==> config.mk <==
export PLATFORM = sky130hd
export DESIGN_NAME = unary_frame_encoder
export DESIGN_NICKNAME = d
export VERILOG_FILES = /design/src/rtl/bnn_pkg.sv /design/src/rtl/unary_bit_gen.sv /design/src/rtl/unary_frame_encoder.sv
export SDC_FILE = /design/constraint.sdc
export NUM_CORES = 1
export LEC_CHECK = 0
export ABC_CLOCK_PERIOD_IN_PS = 1640
export CORE_MARGIN = 2
export CORE_UTILIZATION = 46
export CTS_CLUSTER_DIAMETER = 100
export CTS_CLUSTER_SIZE = 30
export DETAILED_ROUTE_END_ITERATION = 7
export GPL_TIMING_DRIVEN = 0
export PLACE_DENSITY = 0.73
export SETUP_SLACK_MARGIN = 0.4
export SLEW_MARGIN = 10
export SYNTH_ARGS = -nofsm -noshare
export SYNTH_HDL_FRONTEND = slang
export SYNTH_SLANG_ARGS = --single-unit
==> constraint.sdc <==
create_clock -name clk -period 1.64 [get_ports clk]
set_input_delay 0.246 -clock clk [delete_from_list [all_inputs] [get_ports clk]]
set_output_delay 0.246 -clock clk [all_outputs]
set_load 0.02 [all_outputs]
==> src/rtl/bnn_pkg.sv <==
// Shared definitions for the binary/unary encoder blocks: placement modes,
// FSM state encoding and count saturation.
package bnn_pkg;

  localparam logic MODE_THERMO = 1'b0;
  localparam logic MODE_SPREAD = 1'b1;

  typedef enum logic {
    ST_IDLE = 1'b0,
    ST_EMIT = 1'b1
  } state_t;

  // Clamp a requested count to the frame length so it can never wrap.
  function automatic int unsigned sat_count(input int unsigned count,
                                            input int unsigned limit);
    return (count > limit) ? limit : count;
  endfunction

endpackage

==> src/rtl/unary_bit_gen.sv <==
// Combinational bit generator: derives the current frame bit and the next
// spread accumulator from the registered frame state.
module unary_bit_gen
  import bnn_pkg::*;
#(
  parameter int FRAME_BITS = 8
) (
  input  logic [$clog2(FRAME_BITS):0]   n,
  input  logic [$clog2(FRAME_BITS)-1:0] idx,
  input  logic [$clog2(FRAME_BITS):0]   acc,
  input  logic                          mode,
  output logic                          out_bit,
  output logic [$clog2(FRAME_BITS):0]   acc_next
);

  localparam int NW = $clog2(FRAME_BITS) + 1;
  localparam logic [NW-1:0] FRAME = NW'(FRAME_BITS);

  // acc < FRAME_BITS and n <= FRAME_BITS, so s fits in NW bits.
  logic [NW-1:0] s;

  // NOTE: every output gets a default first so no path infers a latch.
  always_comb begin
    s        = acc + n;
    out_bit  = 1'b0;
    acc_next = acc;
    if (mode == MODE_SPREAD) begin
      out_bit  = (s >= FRAME);
      acc_next = out_bit ? (s - FRAME) : s;
    end else begin
      out_bit  = ({1'b0, idx} < n);
    end
  end

endmodule

==> src/rtl/unary_frame_encoder.sv <==
// Count-to-bitstream encoder: accepts a count, emits a FRAME_BITS-long frame
// holding min(count, FRAME_BITS) ones, thermometer or evenly spread.
module unary_frame_encoder
  import bnn_pkg::*;
#(
  parameter int FRAME_BITS   = 8,
  parameter int COUNTER_BITS = 4
) (
  input  logic                    clk,
  input  logic                    rst_n,
  input  logic [COUNTER_BITS-1:0] in_count,
  input  logic                    in_mode,
  input  logic                    in_valid,
  output logic                    in_ready,
  output logic                    out_bit,
  output logic                    out_valid,
  input  logic                    out_ready,
  output logic                    out_last
);

  localparam int IW = $clog2(FRAME_BITS);
  localparam int NW = IW + 1;
  localparam logic [IW-1:0] LAST_IDX = IW'(FRAME_BITS - 1);

  state_t        state;
  state_t        state_next;
  logic [NW-1:0] n;
  logic [NW-1:0] acc;
  logic [NW-1:0] acc_next;
  logic [NW-1:0] n_in;
  logic [IW-1:0] idx;
  logic          mode;
  logic          gen_bit;
  logic          accept;
  logic          advance;

  assign n_in    = NW'(sat_count(32'(in_count), unsigned'(FRAME_BITS)));
  assign accept  = in_valid && in_ready;
  assign advance = out_valid && out_ready;

  unary_bit_gen #(
    .FRAME_BITS(FRAME_BITS)
  ) u_bit_gen (
    .n       (n),
    .idx     (idx),
    .acc     (acc),
    .mode    (mode),
    .out_bit (gen_bit),
    .acc_next(acc_next)
  );

  // NOTE: sequential state uses non-blocking assignments so every register
  // samples the pre-edge values regardless of statement order.
  always_ff @(posedge clk or negedge rst_n) begin
    if (!rst_n) begin
      state <= ST_IDLE;
    end else begin
      state <= state_next;
    end
  end

  always_comb begin
    state_next = state;
    case (state)
      ST_IDLE: if (accept) state_next = ST_EMIT;
      ST_EMIT: if (advance && out_last) state_next = accept ? ST_EMIT : ST_IDLE;
      default: state_next = ST_IDLE;
    endcase
  end

  always_comb begin
    out_valid = (state == ST_EMIT);
    out_last  = out_valid && (idx == LAST_IDX);
    in_ready  = (state == ST_IDLE) || (out_last && out_ready);
    // Gating keeps the bit quiet in IDLE, where n may still hold the old frame.
    out_bit   = out_valid && gen_bit;
  end

  // A new request on the final beat takes priority, giving bubble-free frames.
  always_ff @(posedge clk or negedge rst_n) begin
    if (!rst_n) begin
      n    <= '0;
      acc  <= '0;
      idx  <= '0;
      mode <= MODE_THERMO;
    end else if (accept) begin
      n    <= n_in;
      acc  <= '0;
      idx  <= '0;
      mode <= in_mode;
    end else if (advance) begin
      idx  <= (idx == LAST_IDX) ? '0 : idx + IW'(1);
      acc  <= acc_next;
    end
  end

endmodule

### Word-level counts from Yosys, hierarchy flattened

Cells that the tools add are included.

| storage, ports and cells | value |
|---|---|
| bits in registers | 13 |
| bits of input ports | 9 |
| output and inout port bits | 4 |
| word-level logic and storage cells | 35 |

| cells by class | value |
|---|---|
| $add $sub $neg | 3 |
| order comparisons | 3 |
| equal/unequal tests | 1 |
| multiplexer cells | 12 |
| bitwise logic cells | 1 |
| reduce and logical (&&, ||, !) cells | 10 |

Operators by type and width:

| operator | number |
|---|---|
| 2-to-1 mux 4 bit | 5 |
| 2-to-1 mux 3 bit | 3 |
| logical AND 1 bit | 6 |
| adder 4 bit | 1 |
| greater-or-equal comparator 4 bit (second input constant) | 1 |
| > comparator 4 bit (second input constant) | 1 |
| less-than comparator 3 x 4 -> 1 bit | 1 |
| nonzero test 2 bit | 2 |
| subtractor 4 bit (second input constant) | 1 |
| adder 3 x 1 -> 3 bit (second input constant) | 1 |
| == test 3 bit (second input constant) | 1 |
| 2-to-1 mux 1 bit | 3 |
| case mux 1 bit (2 select lines) | 1 |
| AND reduction 2 bit | 1 |
| logical OR 1 bit | 1 |
| inverter 1 bit | 1 |

### Depth between registers and ports, before layout

| depth | value |
|---|---|
| depth after elaboration | 8 |
| depth in mapped cells | 7 |
| mapped depth without buffers | 6 |

### Cells and area by module

A second synthesis with hierarchy kept.

| unflattened totals | value |
|---|---|
| cells, all modules | 82 |
| area, all modules | 859.6 um^2 |

Modules (own cells, without submodules):

| module | times used | cells each | area an instance (um^2) |
|---|---|---|---|
| unary_frame_encoder | 1 | 59 | 660.6 |
| unary_bit_gen | 1 | 23 | 198.9 |

### Worst setup path after synthesis

OpenSTA, ideal clock, no wires.

| timing path | value |
|---|---|
| kind | register to output |
| start | register n[2] |
| end | output out_bit |
| data arrival time | 1467 ps |
| setup slack | -73 ps |
| cell stages (with the launch flop) | 6 |
| path buffers | 0 |
| cells stage by stage | dfrtp_1 -> ha_1 -> a21oi_1 -> and2_1 -> o311ai_0 -> o211a_1 |

| between the ends | value |
|---|---|
| word-level cells in the longest chain between the ends | 4 |
| elaborated cells on any way between the ends | 5 |

Ends and longest elaborated chain:

| what | line | RTL |
|---|---|---|
| from (decl) | unary_frame_encoder.sv:27 | `logic [NW-1:0] n;` |
| from (signal assigned) | unary_frame_encoder.sv:87 | `n <= n_in;` |
| adder 4 bit | unary_bit_gen.sv:24 | `s = acc + n;` |
| greater-or-equal comparator 4 bit | unary_bit_gen.sv:28 | `out_bit = (s >= FRAME);` |
| 2-to-1 mux 1 bit * | unary_bit_gen.sv:27 | `if (mode == MODE_SPREAD) begin` |
| logical AND 1 bit * | unary_frame_encoder.sv:76 | `out_bit = out_valid && gen_bit;` |
| to (decl) | unary_frame_encoder.sv:15 | `output logic out_bit,` |

Every way passes the cells marked *; elsewhere a longest branch is shown, timed or not.

### Final worst setup path

Ends and elaborated chain as after synthesis.

==> results.md <==
- Vias per cell: around 5.3
- Achievable frequency: 495 MHz
- CTS tree: built
- Seq cells post-synth: 13
- Endpoints failing hold: 0
- H-tree lvl count: 1
- Data arrival time of the worst path: 1.78 ns
- Die Span Y: 45.3 um
- Multi-input gate area: approximately 510 sq um
- All-Layer GR Usage: 0.181
- Syn Nets: 88
- Post-detail-place hpwl: between 1000 and 1500 um
- Yosys warns: 0
- Sum Neg Setup Slack: -0.860 ns
- Via count: a little under 600
- R2R Setup Slk: -0.09 ns
- Period utilisation layout: 1.23
- Worst Path Required: between 1 and 1.5 ns
- Clock slew at reported path FFs: 0.09 ns
- Rows: 14
- DP Worst Slack: -0.548 ns
- Synth Instances: 71
- Number of clock sinks: 13
- Seq/Total Area, Yosys: 0.415
- Core ar.: 0.00156 sq mm
- Global-route wire length before repair: 2590 um
- Sequential cell area: around 330 sq um
- Hold WS: 0.314 ns
- Port Buffers: 12
- Initial core utilization: 0.503
- Setup violations, final: 7
- Post-synth cell types: 27
- CP Capture Type: primary output
- Chip width: 45.3 um
- Critical path class: reg2out
- Crit path max fanout: 3
- Die area: 0.00205 sq mm
- Final wirelength: 1530 um
- Failing checks: setup timing
- Slew margin rel.: 0.617
- CTS buffer count: 3
- ANT nets after route: 0
- Share of cells above drive strength 1: 0.411
- DRT iter0 DRCs: 16
- Initial antenna violation count: 0
- GRT overflow: 0
- Fill cell count: 119
- Setup ws final: -0.381 ns
- Clock Latency Late Sink: 0.29 ns
- Number of global-route vias before repair: approximately 600
- DR WL/cell: ~14 um
- CTS Buffer Depth: 2
- RePlAce Congestion: between 0.7 and 0.8
- Hold buffer count at CTS: 0
- Clock Skews: 0.0145 ns
- Nets@finish: 113
- Ports: 13
- Status: finished, violations left
- Final min period: 2.02 ns
- DRC Markers: 0
- RSZ-0062 raised after global routing: yes
- Mapped cell area: 785 sq um
- Clock root buffer master: clkbuf_4
- LEAKAGE: a little over 0.5 nW
- Final Max Slew Viols: 0
- Worst Tran Pin Value: 0.572 ns
- Placed insts: 99
- Total of max-cap violations: 0
- Mean Syn Cell Area: between 10 and 15 sq um
- Largest net degree at the start of global routing: 14
- Worst VDD drop: ~880 uV
- P&R area growth vs syn: 40.7%
- Antenna diodes: 0
- Worst hold path class: in2async
- Pwr dens: 1710 mW/mm^2
- Fin cells: 111
- Fin util: 0.708
- Critical Path Start Type: flop
- Router iterations before antenna repair: 4
==> area by class of cell <==
cell class              instances  share of cell area
repair buffers                 20               0.175
clock inverters                 1             0.00454
inverters                       5              0.0170
multi-input cells              52               0.459
flip-flops and latches         13               0.296
clock buffers                   3              0.0204
plain buffers                   1              0.0102
well taps                      16              0.0181
==> flip-flops by register name, summed over array words and instances, names as in the netlist <==
| name | flops |
|---|---|
| out_valid | 1 |
| acc | 4 |
| mode | 1 |
| n | 4 |
| idx | 3 |
==> worst paths after layout <==
check / start / endpoint / cells past startpoint
setup / recovery: n[2] / out_bit / 6
hold / removal: rst_n / acc[0] / 1
setup reg to reg: idx[1] / acc[2] / 8
hold reg to reg: acc[0] / acc[0] / 1
max in group asynchronous: rst_n / out_valid / 1
min in group clk: in_mode / mode / 3
==> power by group <==
group	leakage (nW)	switching, mW	total, mW	internal [mW]
sequential	0.160	0.149	0.601	0.452
clock	0.0177	0.112	0.203	0.0907
combinational	0.331	0.458	1.09	0.629
==> stage by stage <==
stage	area, sq um	power (mW)
finish	1100	1.89
global route	1100	2.06
CTS	1100	1.88
detailed placement	972	1.46
global placement	972	1.42
floorplan	832	1.21
==> synth_stat cells, drive strengths merged <==
cell    count  share of area
dfrtp      13           0.41
o21ai       9          0.072
ha          7           0.11
a22o        5          0.062
inv         5          0.024
and2        4          0.038
nand2       4          0.019
mux2        3          0.043
nand3b      3          0.029
nor2        3          0.014
nand3       2          0.013
xor2        2          0.022
a21bo       1          0.021
a21oi       1         0.0064
a41oi       1          0.011
and3        1         0.0080
buf         1          0.014
fa          1          0.026
nand2b      1         0.0080
nor3b       1         0.0096
o211a       1          0.013
o311ai      1          0.011
or2b        1         0.0096
==> cells in the final DEF, fill, tap and decap left out, drive strengths merged, types with 2 or more instances in the layout <==
master,synthesis,routed
dfrtp,13,13
buf,1,13
o21ai,9,9
clkdlybuf4s50,0,8
ha,7,7
inv,5,5
a22o,5,5
and2,4,4
nand2,4,4
nor2,3,3
nand3b,3,3
clkbuf,0,3
mux2,3,3
nand3,2,2
xor2,2,2
==> repair_timing <==
| action | 4_1_cts | 5_1_grt |
|---|---|---|
| setup endpoints to repair | 17 | 17 |
| resized for setup | 33 | 1 |
| buffers inserted | 8 | 0 |
| pin swaps | 10 | 0 |
==> worst max-delay path, stage by stage, from the launching register on <==
cell,delay (ns)
dfrtp_1,0.42
ha_4,0.29
a21oi_2,0.06
and2_4,0.16
o311ai_2,0.24
o211a_1,0.20
buf_6,0.12
==> kinds of logic (layout without fill, tap and decap cells) <==
logic type	Yosys count	in the layout	share of synthesized area
muxes	3	3	0.0431
xor gates and xnor gates	2	2	0.0223
buffers and inverters	6	30	0.0383
and+or+nand+nor	20	20	0.148
DFF	13	13	0.415
AOI/OAI and AO/OA	19	19	0.196
adders and majority gates	8	8	0.137
==> metal layers <==
layer  vias up  share of wire  global-route usage
met5         -              0                   0
met4         0          0.016              0.0765
met3         4          0.040              0.0600
met2        14           0.46               0.289
met1       273           0.48               0.223
li1        302              -                   -
Power figures use the tool's default switching activity.
